### src/rtl/mem_ctrl.sv
// mem_ctrl: arbitrates an instruction-fetch port and a load/store port onto a
// single-port, byte-wide RAM with one cycle of read latency. Each access is
// serialised into N byte cycles (N = 1, 2 or 4), little-endian.
//
// Ports
//   clk        clock, all state updates on rising edge
//   rst        asynchronous active-low reset
//   if_req     fetch request, held until if_ready
//   if_addr    fetch byte address (always 4 bytes)
//   if_ready   one-cycle completion pulse for the fetch
//   if_data    fetched word, held outside the completion cycle
//   mem_req    load/store request, held until mem_ready
//   mem_we     1 = store, 0 = load
//   mem_addr   load/store byte address
//   mem_len    00 byte, 01 half, 10 word, 11 treated as word
//   mem_wdata  store data, byte k = bits [8k+7:8k]
//   mem_ready  one-cycle completion pulse for load/store
//   mem_rdata  zero-extended load data, held outside the completion cycle
//   ram_addr   byte address to the RAM (0 when idle)
//   ram_dout   write byte to the RAM
//   ram_wr     RAM write strobe
//   ram_din    RAM read byte, valid one cycle after ram_addr
module mem_ctrl (
  input  logic        clk,
  input  logic        rst,
  input  logic        if_req,
  input  logic [31:0] if_addr,
  output logic        if_ready,
  output logic [31:0] if_data,
  input  logic        mem_req,
  input  logic        mem_we,
  input  logic [31:0] mem_addr,
  input  logic [1:0]  mem_len,
  input  logic [31:0] mem_wdata,
  output logic        mem_ready,
  output logic [31:0] mem_rdata,
  output logic [31:0] ram_addr,
  output logic [7:0]  ram_dout,
  output logic        ram_wr,
  input  logic [7:0]  ram_din
);

  typedef enum logic [1:0] {StIdle, StRead, StWrite, StDone} state_e;

  // Requester identifiers used by id_q and last_grant_q.
  localparam logic GrantIf  = 1'b0;
  localparam logic GrantMem = 1'b1;

  state_e      state_q, state_d;
  logic [2:0]  cnt_q, cnt_d;         // byte cycle index within READ/WRITE (k-1)
  logic [2:0]  len_q, len_d;         // transfer length N in bytes
  logic [31:0] base_q, base_d;
  logic [31:0] wdata_q, wdata_d;
  logic        id_q, id_d;
  logic        last_grant_q, last_grant_d;
  logic [31:0] result_q, result_d;
  logic [31:0] if_data_q, if_data_d;
  logic [31:0] mem_rdata_q, mem_rdata_d;

  logic        grant_mem;
  logic [2:0]  mem_len_bytes;
  logic [1:0]  cap_idx;

  // Reserved length encoding falls through to a word access.
  always_comb begin
    unique case (mem_len)
      2'b00:   mem_len_bytes = 3'd1;
      2'b01:   mem_len_bytes = 3'd2;
      default: mem_len_bytes = 3'd4;
    endcase
  end

  // IF only beats a simultaneous mem request right after a mem grant.
  assign grant_mem = mem_req && !(last_grant_q == GrantMem && if_req);

  // ram_din arriving in cycle k+1 belongs to result byte k-1 = cnt_q-1.
  assign cap_idx = cnt_q[1:0] - 2'd1;

  always_comb begin
    state_d      = state_q;
    cnt_d        = cnt_q;
    len_d        = len_q;
    base_d       = base_q;
    wdata_d      = wdata_q;
    id_d         = id_q;
    last_grant_d = last_grant_q;
    result_d     = result_q;
    if_data_d    = if_data_q;
    mem_rdata_d  = mem_rdata_q;

    unique case (state_q)
      StIdle: begin
        if (if_req || mem_req) begin
          id_d         = grant_mem;
          last_grant_d = grant_mem;
          base_d       = grant_mem ? mem_addr : if_addr;
          len_d        = grant_mem ? mem_len_bytes : 3'd4;
          wdata_d      = mem_wdata;
          cnt_d        = 3'd0;
          result_d     = 32'd0;
          state_d      = (grant_mem && mem_we) ? StWrite : StRead;
        end
      end
      StRead: begin
        cnt_d = cnt_q + 3'd1;
        if (cnt_q != 3'd0) begin
          result_d[{cap_idx, 3'b000} +: 8] = ram_din;
        end
        // Final byte lands this edge; publish the assembled word for DONE.
        if (cnt_q == len_q) begin
          state_d = StDone;
          if (id_q == GrantMem) begin
            mem_rdata_d = result_d;
          end else begin
            if_data_d = result_d;
          end
        end
      end
      StWrite: begin
        cnt_d = cnt_q + 3'd1;
        if (cnt_q == len_q - 3'd1) begin
          state_d = StDone;
        end
      end
      StDone: begin
        state_d = StIdle;
      end
      default: begin
        state_d = StIdle;
      end
    endcase
  end

  always_ff @(posedge clk or negedge rst) begin
    if (!rst) begin
      state_q      <= StIdle;
      cnt_q        <= 3'd0;
      len_q        <= 3'd0;
      base_q       <= 32'd0;
      wdata_q      <= 32'd0;
      id_q         <= GrantIf;
      last_grant_q <= GrantIf;
      result_q     <= 32'd0;
      if_data_q    <= 32'd0;
      mem_rdata_q  <= 32'd0;
    end else begin
      state_q      <= state_d;
      cnt_q        <= cnt_d;
      len_q        <= len_d;
      base_q       <= base_d;
      wdata_q      <= wdata_d;
      id_q         <= id_d;
      last_grant_q <= last_grant_d;
      result_q     <= result_d;
      if_data_q    <= if_data_d;
      mem_rdata_q  <= mem_rdata_d;
    end
  end

  // Outputs decoded from registered state only; reset of state_q forces them
  // to zero immediately.
  always_comb begin
    ram_addr = 32'd0;
    ram_dout = 8'd0;
    ram_wr   = 1'b0;
    unique case (state_q)
      StRead: begin
        // The extra (N+1)th cycle only collects the last byte.
        if (cnt_q < len_q) begin
          ram_addr = base_q + {29'd0, cnt_q};
        end
      end
      StWrite: begin
        ram_wr   = 1'b1;
        ram_addr = base_q + {29'd0, cnt_q};
        ram_dout = wdata_q[{cnt_q[1:0], 3'b000} +: 8];
      end
      default: begin
        ram_addr = 32'd0;
      end
    endcase
  end

  assign if_ready  = (state_q == StDone) && (id_q == GrantIf);
  assign mem_ready = (state_q == StDone) && (id_q == GrantMem);
  assign if_data   = if_data_q;
  assign mem_rdata = mem_rdata_q;

endmodule

### config.mk
export PLATFORM = sky130hd
export DESIGN_NAME = mem_ctrl
export DESIGN_NICKNAME = d
export VERILOG_FILES = /design/src/rtl/mem_ctrl.sv
export SDC_FILE = /design/constraint.sdc
export NUM_CORES = 1
export LEC_CHECK = 0
export ABC_AREA = 1
export BUFFER_PORTS_ARGS = -buffer_cell sky130_fd_sc_hd__buf_4
export CAP_MARGIN = 20
export CORE_MARGIN = 2
export CORE_UTILIZATION = 60
export CTS_BUF_LIST = sky130_fd_sc_hd__clkbuf_4 sky130_fd_sc_hd__clkbuf_8
export DETAILED_ROUTE_END_ITERATION = 7
export GPL_TIMING_DRIVEN = 0
export MAX_ROUTING_LAYER = met4
export PLACE_DENSITY = 0.88
export REMOVE_ABC_BUFFERS = 1
export SYNTH_ARGS = -nofsm -noshare
export SYNTH_HDL_FRONTEND = slang
export SYNTH_SLANG_ARGS = --single-unit
export TNS_END_PERCENT = 1
### constraint.sdc
create_clock -name clk -period 7.35 [get_ports clk]
set_input_delay 1.47 -clock clk [delete_from_list [all_inputs] [get_ports clk]]
set_output_delay 1.47 -clock clk [all_outputs]
set_load 0.05 [all_outputs]
==> results of run 1 <==
==> synth_stat cells <==
master / count / area (sq um)
a21oi_1: 27 / 135
inv_1: 102 / 383
buf_2: 20 / 100
nand3_1: 20 / 100
nand2_1: 440 / 1650
nand4_1: 21 / 131
xnor2_1: 1 / 8.76
a21oi_4: 2 / 32.5
buf_4: 4 / 30.0
ha_1: 17 / 213
nor2_4: 7 / 78.8
clkinv_1: 2 / 7.51
o22ai_1: 35 / 219
nor2_2: 5 / 31.3
o21bai_1: 1 / 7.51
nand3_2: 4 / 40.0
nor3b_1: 1 / 7.51
fa_1: 1 / 20.0
nand2_2: 3 / 18.8
clkbuf_1: 27 / 101
o21ai_0: 66 / 330
inv_2: 10 / 37.5
nor2_1: 159 / 597
and2_1: 1 / 6.26
nor3_1: 16 / 80.1
o32ai_1: 1 / 8.76
dfrtp_1: 169 / 4230
or2_1: 1 / 6.26
o21ai_1: 60 / 300
xor2_1: 4 / 35.0
o31ai_1: 1 / 7.51
==> routing by layer <==
layer	up-vias	GRT usage, %	part of all wire (%)
li1	4270	-	-
met4	0	12.5	2.8
met5	-	-	0
met3	58	6.80	7.7
met1	4223	43.1	41
met2	406	51.6	49
==> final timing paths <==
path	endpoint	depth (start not counted)	from
hold reg to reg	wdata_q[8]$_DFFE_PN0P_	2	wdata_q[8]$_DFFE_PN0P_
max in group asynchronous	result_q[15]$_DFFE_PN0P_	2	rst
setup / recovery	ram_addr[13]	10	cnt_q[0]$_DFFE_PN0P_
hold / removal	wdata_q[8]$_DFFE_PN0P_	2	wdata_q[8]$_DFFE_PN0P_
setup reg to reg	mem_rdata[14]$_DFFE_PN0P_	10	cnt_q[0]$_DFFE_PN0P_
min in group asynchronous	if_data[28]$_DFFE_PN0P_	1	rst
==> stage by stage <==
stage	hold WS [ns]	instance area (sq um)	total power, mW
floorplan	0.444	8720	3.80
global placement	0.457	10600	4.68
detailed placement	0.460	10800	4.82
CTS	0.484	11200	5.52
global route	0.509	11200	5.89
finish	0.480	11200	5.54
==> where the power goes <==
group / leakage, nW / internal [mW] / switching (mW)
clock: 0.204 / 0.341 / 0.354
combinational: 3.37 / 0.925 / 2.25
sequential: 2.11 / 1.34 / 0.324
total: 5.69 / 2.61 / 2.93
==> critical path, delay by kind of cell (launching register included) <==
family                     cells  cell delay, ns
AOI/OAI and AO/OA              1            0.08
adders and majority gates      1            0.27
buffers and inverters          3            1.12
DFF                            1            0.69
and+or+nand+nor                5            1.04
==> cells by family (layout without fill, tap and decap cells) <==
| family | after synthesis | in the layout | synth area share, % |
|---|---|---|---|
| xor gates and xnor gates | 5 | 5 | 0.489 |
| DFF | 169 | 169 | 47.2 |
| and+or+nand+nor | 678 | 678 | 30.7 |
| buffers and inverters | 165 | 372 | 7.36 |
| AOI/OAI and AO/OA | 193 | 193 | 11.6 |
| adders and majority gates | 18 | 18 | 2.60 |
==> cells in the final DEF, fill, tap and decap left out, drive strengths merged <==
cell	instances
nor3	16
clkinv	6
o21ai	126
ha	17
or2	1
o32ai	1
nand3	24
xor2	4
bufinv	3
o21bai	1
a21oi	29
fa	1
nor2	171
and2	1
o31ai	1
buf	227
nand4	21
inv	116
xnor2	1
nand2	443
nor3b	1
clkinvlp	2
dfrtp	169
clkbuf	18
o22ai	35
==> state kept, by name, indices dropped and copies added (netlist names) <==
register and flops:
base_q 32, cnt_q 3, wdata_q 32, state_q 2, mem_rdata 32, result_q 32
len_q 3, if_data 32, last_grant_q 1
==> area by class of cell <==
cell class	count	area [sq um]
Sequential cell	169	4230
Multi-Input combinational cell	894	4070
Fill cell	1125	3350
Timing Repair Buffer	227	1810
Inverter	114	428
Clock buffer	18	241
Tap cell	184	230
Clock inverter	13	168
==> flow_summary.toml, run 1 <==
[run_status]
status = "completed"

[sta]
rsz0062_at_grt = "false"
slew_headroom_pct = 37.0
setup_ws_ns = 2.20
setup_viol = 0
hold_viol = 0
finalClockSkew_ns = 0.0139
tightest_slew_ns = 0.944
drv_slew = 0
tns_ns = 0
fmax_ghz = 0.194
fin_crit_sh_pct = 70.0
finalCriticalPeriod_ns = 5.15

[logic_synthesis]
yosys_warnings = 0
netlist-cell-type-count = 31
yosys_register_bits = 169
syn-mean-instance-area_sq_um = 7.29
netlist_instances = 1228
seq_area_frac_synth_pct = 47.2
synth_area_sq_um = 8950

[setup_path]
r2r_setup_slack_ns = 3.42
critPathSlowestCell = "dfrtp_1"
crit_required_ns = 5.88
cp-start-kind = "register"
cpMostUsedCell = "nand2_1"
worstPathArrival_ns = 3.68
cp_cell_sequence = "buf_8 > inv_1 > ha_1 > o21bai_1 > nand2_1 > nand2_1 > nand2_1 > nand2_1 > nor3_1 > buf_4"
max_stage_delay_ns = 0.69
crit_fanout = 23
cp-end-kind = "primary output"
path_class = "register to primary output"

[pwr]
vdd_drop_max_uv = 287
powerDensity_nw_per_um2 = 496
cellLeakagePower_nw = 5.69

[route]
vias = 8957
vias_per_cell = 5.53
drt_pass1_iterations = 6
postRouteAntennaNets = 0
wl_microns = 25200
drt-initial-drc-count = 887
wl_per_cell_microns = 15.6
drc = 0

[die]
io_pins = 218
initial_core_util_pct = 61.6
die_h_microns = 126
rows = 44
dieArea_sq_um = 15900
chipWidth_microns = 126
core_sq_um = 14500

[placement]
place_congestion = 0.916
hpwl_microns = 17900
port_buffers = 217
dpl_worst_slack_ns = 2.81
placedCellCount = 1587

[clock_network]
ctsHoldBuffers = 0
insertion_delay_ns = 0.48
cts_tree = "yes"
root_buffer = "clkbuf_8"
cts_resized = 0
numCtsBuffers = 17
numClockSinks = 169
htree_num_levels = 4
path_clk_slew_ns = 0.09
cts_setup_buffers = 0
cts_buffer_depth = 2

[run]
cap_violations = 0

[global_routing]
grt-ovfl-total = 0
grt_max_degree = 93
track_usage_pct = 33.1
grt_pass1_wl_microns = 41400
antenna_found_initial = 0
grt_pass1_vias = 8598

[cells_and_area]
final_cells = 1619
utilization_pct = 76.9
diodes = 0
layout-drive-gt1-share_pct = 20.2
fin_nets = 1552
syn_to_final_growth_pct = 24.8

[hold_path]
hold_path.class = "register to register"
(Power assumes the default switching activity.)
==> run 2, diff against run 1 <==
Settings changed: ABC_AREA 1 to 0, CORE_UTILIZATION 60 to 55, PLACE_DENSITY 0.88 to 0.83.
Clock period 7.35 ns to 5.3 ns, I/O delays scaled along.
==> run 2 against run 1 <==
- routed wire length is 21% lower
- clock-buffer cell count grew 2
- via count down 24%
- area after synthesis fell by 7.6%
- sequential cell count did not move
- global-route usage down 6.9 points
- clock power increased by 22%
- critical endpoint is now ram_addr[22]
- largest cell class unchanged
- largest power group unchanged
==> flow_summary.toml, run 2 <==
[clock_network]
insertion_delay_ns = 0.46
path_clk_slew_ns = 0.08
cts_resized = 0
cts_setup_buffers = 0
numCtsBuffers = 17
numClockSinks = 169
htree_num_levels = 4
root_buffer = "clkbuf_8"
cts_buffer_depth = 2
ctsHoldBuffers = 0
cts_tree = "yes"

[setup_path]
path_buf_inv = 1
cp_top_family = "flip-flops"
path_class = "register to primary output"
worstPathArrival_ns = 3.71
path_depth = 7
cp-start-kind = "register"
cp-end-kind = "primary output"
critPathSlowestCell = "dfrtp_1"
r2r_cells = 5
crit_fanout = 20
cp_cell_sequence = "ha_1 > fa_1 > a21o_1 > nand4_1 > or4_1 > a21oi_1 > buf_4"
crit_required_ns = 4.24
max_stage_delay_ns = 0.99

[sta]
tightest_slew_ns = 1.02
fin_crit_sh_pct = 89.9
fmax_ghz = 0.210
tns_ns = 0
finalCriticalPeriod_ns = 4.77
drv_slew = 0
finalClockSkew_ns = 0.0120
slew_headroom_pct = 32.1
rsz0062_at_grt = "false"
hold_viol = 0
setup_viol = 0

[pwr]
internal_power_mw = 3.60
switching_share_pct = 49.2
powerDensity_nw_per_um2 = 679
p_sw_mw = 3.49
seq_power_share_pct = 33.1
p_total_mw = 7.09
comb_power_share_pct = 54.9
clockPowerShare_pct = 11.9
cellLeakagePower_nw = 4.86
vdd_drop_max_uv = 324

[logic_synthesis]
synthFlopType = "dfrtp_1"
seq_area_frac_synth_pct = 51.1
async_flop_share_pct = 100
synth.most_common_cell = "dfrtp_1"
synth_edf_count = 0
netlist-cell-type-count = 50
yosys_register_bits = 169
yosys_warnings = 0
synth_commonest_cells = "169 x dfrtp_1, 88 x nand2_1, 72 x o21ai_0"
synth.area.top_cells = "dfrtp_1 51%, mux2i_1 4.4%, o21ai_0 4.4%"
synth_top_area_share_pct = 51.1
syn-mean-instance-area_sq_um = 10.4
synth_area_leader_cell = "dfrtp_1"
netlist_instances = 796
synth_area_sq_um = 8270

[placement]
hpwl_microns = 14500
port_buffers = 217
place_congestion = 0.838
placedCellCount = 1144
place_area_sq_um = 10100

[cells_and_area]
syn_to_final_growth_pct = 26.3
fin_nets = 1108
final_cells = 1176
final_common_cell = "buf_4"
fill_cells = 1102
design_area_sq_um = 10400
layout-drive-gt1-share_pct = 30.5
mostFrequentLayoutCells = "216 x buf_4, 169 x dfrtp_1, 88 x nand2_1"
diodes = 0

[global_routing]
grt-ovfl-total = 0
grt_max_degree = 90
track_usage_pct = 26.2
antenna_found_initial = 0
grt_pass1_wl_microns = 32700
grt_pass1_vias = 6604

[die]
initial_core_util_pct = 56.7
core_sq_um = 14600
io_pins = 218
dieArea_sq_um = 16000
die_h_microns = 127
rows = 44
chipWidth_microns = 127

[route]
wl_microns = 20000
drc = 0
vias_per_cell = 5.81
vias = 6831
drt_pass1_iterations = 5
wl_per_cell_microns = 17.0
postRouteAntennaNets = 0
drt-initial-drc-count = 437

[hold_path]
hold_depth = 2
hold_path.class = "register to register"

[run_status]
status = "completed"

[run]
cap_violations = 0
==> run 2: kinds of logic (layout without fill, tap and decap cells) <==
family	count (synthesis)	in the layout	share of synthesized area [%]
XOR/XNOR	11	11	1.35
adder cells (fa/ha/maj)	18	18	2.81
flip-flops	169	169	51.1
multiplexers	77	77	11.0
buffers and inverters	72	268	3.37
AND/OR/NAND/NOR	225	225	13.4
AO/OA/AOI/OAI	224	224	16.9
==> run 2: metal layers <==
layer | share of wire, % | vias up | GRT usage [%]
met3 | 6.7 | 29 | 5.44
met2 | 49 | 246 | 41.9
met4 | 1.8 | 0 | 8.14
met1 | 42 | 3305 | 33.9
li1 | - | 3251 | -
met5 | 0 | - | -
==> run 2: power groups by stage <==
stage | clock (mW) | combinational, mW | sequential (mW)
4_1_cts | 0.863 | 3.92 | 2.35
3_3_place_gp | 0 | 3.82 | 2.34
6_report | 0.845 | 3.90 | 2.35
2_1_floorplan | 0 | 1.98 | 3.08
5_1_grt | 0.916 | 4.18 | 2.44
3_5_place_dp | 0 | 3.91 | 2.38
==> run 2: final cells by class <==
type | instances | area, sq um | area share, %
Sequential cell | 169 | 4230 | 40.5
Multi-Input combinational cell | 555 | 3790 | 36.3
Timing Repair Buffer | 223 | 1780 | 17.0
Clock buffer | 20 | 269 | 2.58
Tap cell | 184 | 230 | 2.20
Clock inverter | 12 | 93.8 | 0.899
Inverter | 13 | 48.8 | 0.467
==> run 2: worst paths after layout <==
path                                           start                         to  slack [ns]
max                             cnt_q[0]$_DFFE_PN0P_               ram_addr[22]        0.53
min                        mem_rdata[18]$_DFFE_PN0P_  mem_rdata[18]$_DFFE_PN0P_        0.49
max reg2reg                     cnt_q[0]$_DFFE_PN0P_   result_q[25]$_DFFE_PN0P_        2.23
min reg2reg                mem_rdata[18]$_DFFE_PN0P_  mem_rdata[18]$_DFFE_PN0P_        0.49
max in group asynchronous                        rst       len_q[2]$_DFFE_PN0P_        3.90
min in group asynchronous                        rst  mem_rdata[31]$_DFFE_PN0P_        0.56
==> run 2: worst min-delay path, cell delays in order, from the launching register on <==
cell	delay (ns)
dfrtp_1	0.35
nand2_1	0.05
o21ai_0	0.06
==> run 2: through the flow <==
stage	utilization [%]	hold slack, ns	worst slack [ns]
floorplan	-	0.454	-0.0468
global placement	67.9	0.462	-1.46
detailed placement	69.1	0.473	1.01
CTS	71.6	0.493	0.491
global route	71.6	0.511	0.238
finish	71.6	0.490	0.534
